===== src/rtl/instr_encoder.sv =====
// instr_encoder
// Encodes R-type / load / store / branch-equal requests into 32-bit MIPS-style
// instruction words and buffers them in a small FIFO. Each word is presented
// with the byte address it should be written to in instruction memory.
//
// Ports
//   clk, reset                  clock, synchronous active-high reset
//   in_valid / in_ready         request handshake (in_ready = FIFO not full)
//   in_kind                     0=R, 1=load, 2=store, 3=beq, 4..7 illegal
//   in_rs/rt/rd/shamt/funct/imm instruction fields
//   out_valid / out_ready       head-word handshake (out_valid = FIFO not empty)
//   out_word, out_addr          head word and its byte address
//   addr_load, start_addr       reload the address counter
//   words_sent                  words popped since reset (wraps)
//   err, err_clr                sticky illegal-kind flag and its clear
//
// Build option: define ENC_CHECK_EN to drop illegal kinds (4..7) and raise err.
// Without it, in_kind[2] is ignored and err is constant 0.
module instr_encoder #(
    parameter int FIFO_DEPTH = 4
) (
    input  logic        clk,
    input  logic        reset,
    input  logic        in_valid,
    output logic        in_ready,
    input  logic [2:0]  in_kind,
    input  logic [4:0]  in_rs,
    input  logic [4:0]  in_rt,
    input  logic [4:0]  in_rd,
    input  logic [4:0]  in_shamt,
    input  logic [5:0]  in_funct,
    input  logic [15:0] in_imm,
    output logic        out_valid,
    input  logic        out_ready,
    output logic [31:0] out_word,
    output logic [31:0] out_addr,
    input  logic        addr_load,
    input  logic [31:0] start_addr,
    output logic [15:0] words_sent,
    output logic        err,
    input  logic        err_clr
);
    localparam int AW = $clog2(FIFO_DEPTH);
    localparam logic [AW:0] C_DEPTH = (AW+1)'(FIFO_DEPTH);
    localparam logic [AW:0] C_ZERO  = '0;
    localparam logic [AW:0] C_ONE   = (AW+1)'(1);

    logic [31:0]   r_mem [0:FIFO_DEPTH-1];
    logic [AW-1:0] r_rptr;
    logic [AW-1:0] r_wptr;
    logic [AW:0]   r_count;
    logic [31:0]   r_head;
    logic [31:0]   r_addr;
    logic [15:0]   r_sent;

    logic          w_full;
    logic          w_accept;
    logic          w_pop;
    logic          w_illegal;
    logic          w_push;
    logic [31:0]   w_word;
    logic [31:0]   w_head_next;
    logic [AW:0]   w_count_next;
    logic [AW-1:0] w_rptr_inc;

    assign w_full     = (r_count == C_DEPTH);
    assign in_ready   = ~w_full;
    assign out_valid  = (r_count != C_ZERO);
    assign w_accept   = in_valid & in_ready;
    assign w_pop      = out_valid & out_ready;
    assign w_push     = w_accept & ~w_illegal;
    assign w_rptr_inc = r_rptr + 1'b1;

    assign out_word   = r_head;
    assign out_addr   = r_addr;
    assign words_sent = r_sent;

    // Only the low two kind bits select the format; illegal kinds are either
    // filtered (checked build) or aliased onto 0..3.
    always_comb begin
        w_word = '0;
        case (in_kind[1:0])
            2'd0: w_word = {6'd0,  in_rs, in_rt, in_rd, in_shamt, in_funct};
            2'd1: w_word = {6'd35, in_rs, in_rt, in_imm};
            2'd2: w_word = {6'd43, in_rs, in_rt, in_imm};
            2'd3: w_word = {6'd4,  in_rs, in_rt, in_imm};
            default: w_word = '0;
        endcase
    end

    // out_word is a dedicated register holding the FIFO head so that it can
    // keep its last value when the FIFO drains and has no path from inputs.
    always_comb begin
        w_head_next = r_head;
        if (w_pop) begin
            if (r_count > C_ONE)
                w_head_next = r_mem[w_rptr_inc];
            else if (w_push)
                w_head_next = w_word;
        end else if ((r_count == C_ZERO) && w_push) begin
            w_head_next = w_word;
        end
    end

    always_comb begin
        w_count_next = r_count;
        case ({w_push, w_pop})
            2'b10:   w_count_next = r_count + C_ONE;
            2'b01:   w_count_next = r_count - C_ONE;
            default: w_count_next = r_count;
        endcase
    end

    always_ff @(posedge clk) begin
        if (!reset && w_push)
            r_mem[r_wptr] <= w_word;
    end

    always_ff @(posedge clk) begin
        if (reset) begin
            r_rptr  <= '0;
            r_wptr  <= '0;
            r_count <= '0;
            r_head  <= '0;
            r_addr  <= '0;
            r_sent  <= '0;
        end else begin
            if (w_push)
                r_wptr <= r_wptr + 1'b1;
            if (w_pop)
                r_rptr <= w_rptr_inc;
            r_count <= w_count_next;
            r_head  <= w_head_next;
            // A reload wins over the increment of a simultaneous pop.
            if (addr_load)
                r_addr <= start_addr;
            else if (w_pop)
                r_addr <= r_addr + 32'd4;
            if (w_pop)
                r_sent <= r_sent + 16'd1;
        end
    end

`ifdef ENC_CHECK_EN
    logic r_err;

    assign w_illegal = in_kind[2];
    assign err       = r_err;

    // Setting by a new illegal request wins over a same-cycle clear.
    always_ff @(posedge clk) begin
        if (reset)
            r_err <= 1'b0;
        else if (w_accept && w_illegal)
            r_err <= 1'b1;
        else if (err_clr)
            r_err <= 1'b0;
    end
`else
    logic w_unused;

    assign w_illegal = 1'b0;
    assign err       = 1'b0;
    assign w_unused  = &{1'b0, err_clr, in_kind[2]};
`endif

endmodule


===== config.mk =====
export PLATFORM = sky130hd
export DESIGN_NAME = instr_encoder
export DESIGN_NICKNAME = d
export VERILOG_FILES = /design/src/rtl/instr_encoder.sv
export SDC_FILE = /design/constraint.sdc
export NUM_CORES = 1
export LEC_CHECK = 0
export CAP_MARGIN = 5
export CORE_AREA = 2 2 138 140
export DETAILED_ROUTE_END_ITERATION = 12
export DIE_AREA = 0 0 140 142
export GPL_ROUTABILITY_DRIVEN = 0
export GPL_TIMING_DRIVEN = 0
export PLACE_DENSITY = 0.78
export SYNTH_ARGS = -nofsm -noshare
export SYNTH_HDL_FRONTEND = slang
export SYNTH_SLANG_ARGS = --single-unit
export TNS_END_PERCENT = 10

===== constraint.sdc =====
create_clock -name clk -period 2.8 [get_ports clk]
set_input_delay 0.56 -clock clk [delete_from_list [all_inputs] [get_ports clk]]
set_output_delay 0.56 -clock clk [all_outputs]
set_load 0.1 [all_outputs]

==> results of run 1 <==
-- per-stage QoR --
| stage | std cells | TNS (ps) | hold WS [ps] | power, mW |
|---|---|---|---|---|
| final | 1172 | 0 | 490 | 10.7 |
| after global routing | 1172 | 0 | 520 | 11.1 |
| after CTS | 1172 | 0 | 497 | 10.7 |
| after detailed placement | 1141 | -49240 | 485 | 8.10 |
| after global placement | 1141 | -102780 | 475 | 8.05 |
| after floorplan | 748 | 0 | 469 | 6.98 |
-- flip-flops by register name (all words and copies together), names as in the netlist --
| name | cells |
|---|---|
| words_sent | 16 |
| r_mem | 116 |
| r_wptr | 2 |
| r_count | 3 |
| r_rptr | 2 |
| out_word | 29 |
| out_addr | 32 |
-- synth_stat cells, drive strengths merged (3+ instances only) --
cell type,instances
and4,5
a21oi,47
nand2,45
o211ai,5
ha,18
a2111oi,7
mux2i,32
nor3,8
edfxtp,116
inv,17
o31a,3
or3,12
o31ai,36
dfxtp,84
o311ai,4
xor2,11
nand3,26
o21ai,28
a211oi,9
nor2b,3
and2,8
mux4,29
or4,6
xnor2,3
buf,19
and3,10
nor4,13
clkbuf,37
nor2,34
nand2b,19
a311oi,8
nand4,18
-- where the power goes --
part	total [mW]	internal, mW	switching (mW)
sequential	3.73	3.48	0.249
combinational	4.36	1.22	3.14
clock	2.61	1.46	1.14
total	10.7	6.16	4.54
-- layer usage --
metal	part of all wire	wire length, um
met1	0.42	9560
met2	0.49	11100
met3	0.079	1800
met4	0.017	381
met5	0	0
-- final cells by class --
class | instances | area (um2)
multi-input cells | 473 | 3580
flip-flops and latches | 200 | 5170
clock buffers | 19 | 443
clock inverters | 13 | 181
plain buffers | 55 | 250
well taps | 234 | 293
fillers | 1440 | 6880
inverters | 19 | 71.3
repair buffers | 159 | 1590
-- worst reg2reg max path: stages, from the launching register on --
cell	delay [ps]
dfxtp_1	360
inv_1	100
ha_1	250
nand2b_1	100
clkbuf_4	200
nand2_2	130
inv_1	110
ha_1	140
inv_1	60
a2bb2oi_2	180
or2_2	310
buf_2	210
buf_4	220
a21oi_1	140
-- layout by cell type (no fill, tap or decap), drive strengths merged, types with 28 or more instances in the layout --
cell           count
mux4              29
o31ai             36
o21ai             28
clkdlybuf4s50    157
a21oi             47
edfxtp           116
dfxtp             84
clkbuf            55
nand2             45
mux2i             32
nor2              34
-- worst max path at each step --
| stage | endpoint | slack (ps) | startpoint | cells past startpoint |
|---|---|---|---|---|
| global placement | r_mem[2][7]$_DFFE_PP_ | -760 | reset | 5 |
| detailed placement | out_word[21]$_SDFFE_PP0P_ | -740 | out_ready | 11 |
| global route | out_word[29]$_SDFFE_PP0P_ | 7 | r_count[1]$_SDFFE_PP0P_ | 12 |
| floorplan | out_word[19]$_SDFFE_PP0P_ | 70 | r_count[0]$_SDFFE_PP0P_ | 11 |
| finish | in_ready | 110 | r_count[1]$_SDFFE_PP0P_ | 4 |
| CTS | out_word[29]$_SDFFE_PP0P_ | 20 | r_count[0]$_SDFFE_PP0P_ | 13 |
-- kinds of logic after synthesis --
kind of cell | after synthesis | share of synthesized area
AOI/OAI and AO/OA | 164 | 0.122
and+or+nand+nor | 214 | 0.125
adders and majority gates | 18 | 0.0249
xor gates and xnor gates | 14 | 0.0136
muxes | 61 | 0.108
buffers and inverters | 75 | 0.0349
DFF | 200 | 0.572
other | 1 | 0.000415
==> results.sh, run 1 <==
export IMPL_grt_pass1_vias=6724
export IMPL_synth_edf_count=116
export IMPL_route_detailed_drc=15
export IMPL_min_period_ps=2690
export IMPL_antenna_found_initial=0
export IMPL_vdd_drop_max_v=0.000908
export IMPL_utilization=0.627
export IMPL_die_area_mm2=0.0199
export IMPL_violations="DRC"
export IMPL_crit_chain="inv_1, ha_1, nand2_2, dlygate4sd2_1"
export IMPL_status="finished, violations left"
export IMPL_cts_repair_resized=12
export IMPL_syn_to_final_growth_pct=28.1
export IMPL_path_class="flip-flop to primary output"
export IMPL_worstPathArrival_ps=2130
export IMPL_drt_total_wl_um=22800
export IMPL_ys_warnings_count=0
export IMPL_die_w_um=140
export IMPL_ys_ff_latch=200
export IMPL_met2_usage=0.386
export IMPL_hold_buffers=0
export IMPL_cts_sinks=200
export IMPL_leakage_nw=4.09
export IMPL_dr_pass1_iters=11
export IMPL_relSlewSlack=0.313
export IMPL_use_met1=0.305
export IMPL_crit_slowest_cell="dlygate4sd2_1"
export IMPL_pre_cts_slack_ps=-737
export IMPL_hold_depth=2
export IMPL_synth_area_per_cell_um2=12.1
export IMPL_min_from="words_sent[15]$_SDFFE_PP0N_"
export IMPL_drv_slew=0
export IMPL_grt_first_pass_wirelength_um=36000
export IMPL_io_pins=166
export IMPL_path_buf_inv=2
export IMPL_finalSetupViolations=0
export IMPL_hold_viol=0
export IMPL_clockRootBuffer="clkbuf_16"
export IMPL_reg2reg_from="r_count[1]$_SDFFE_PP0P_"
export IMPL_worstPathMaxFanout=4
export IMPL_post_cts_setup_buffers=0
export IMPL_finalCritPeriodShare=0.961
export IMPL_wire_per_inst_um=19.5
export IMPL_drt_iter0_drc=603
export IMPL_core_mm2=0.0185
export IMPL_power_density_mw_per_mm2=924
export IMPL_num_rows=50
export IMPL_antenna_cells=0
export IMPL_clk_latency_ps=430
export IMPL_synth_top_area_cell="edfxtp_1"
export IMPL_path_clk_slew_ps=70
export IMPL_busiest_layer="met2"
export IMPL_via_count=6912
export IMPL_synth_cell_type_count=59
export IMPL_hold_end="words_sent[15]$_SDFFE_PP0N_"
export IMPL_drive_gt1_frac=0.100
export IMPL_via_per_inst=5.90
export IMPL_critPathRequiredTime_ps=2240
export IMPL_dp_hpwl_um=15400
export IMPL_cts_buffers_inserted=17
export IMPL_crit_family="buffers and inverters"
export IMPL_cts_tree="yes"
export IMPL_worst_slack_ps=108
export IMPL_tightestPinTransition_ps=1030
export IMPL_end_kind="primary output"
export IMPL_syn_inst=747
export IMPL_maxCapViolCount=0
export IMPL_design_area_mm2=0.0116
export IMPL_synth_top_area_frac=0.385
export IMPL_grtUsageMet3=0.0548
export IMPL_start_kind="flip-flop"
export IMPL_seq_area_frac_synth=0.572
export IMPL_ys_top_cells_by_area="edfxtp_1 39%, dfxtp_1 19%, mux4_2 7.2%"
export IMPL_netlist_area_mm2=0.00904
export IMPL_reg2reg_to="out_word[28]$_SDFFE_PP0P_"
export IMPL_slowest_delay_ps=870
export IMPL_cts_htree_levels=4
export IMPL_rsz0062_at_grt="no"
export IMPL_synthFlopType="edfxtp_1"
export IMPL_grt_use_total=0.231
export IMPL_ant_nets=0
export IMPL_reg2reg_depth=13
export IMPL_async_reset_ff_frac=0
export IMPL_start_util=0.490
export IMPL_io_buffers=159
export IMPL_finClkSkew_ps=12.1
export IMPL_placed_area_mm2=0.0109
export IMPL_overflow=0
export IMPL_die_y_um=142
export IMPL_hold_class="flip-flop to flip-flop"
export IMPL_grt_max_degree=30
export IMPL_r2r_slack_ps=230
export IMPL_nNetsFinal=1026
export IMPL_cts_max_path_buffers=2
export IMPL_max_freq_ghz=0.371
(Power assumes the default switching activity.)
==> run 2, diff against run 1 <==
--- a/config.mk
+++ b/config.mk
@@ -15,4 +15,4 @@
 export SYNTH_ARGS = -nofsm -noshare
 export SYNTH_HDL_FRONTEND = slang
 export SYNTH_SLANG_ARGS = --single-unit
-export TNS_END_PERCENT = 10
+export TNS_END_PERCENT = 20
==> results of run 2 <==
Final layout, timing and power as in run 1 (identical DEF).
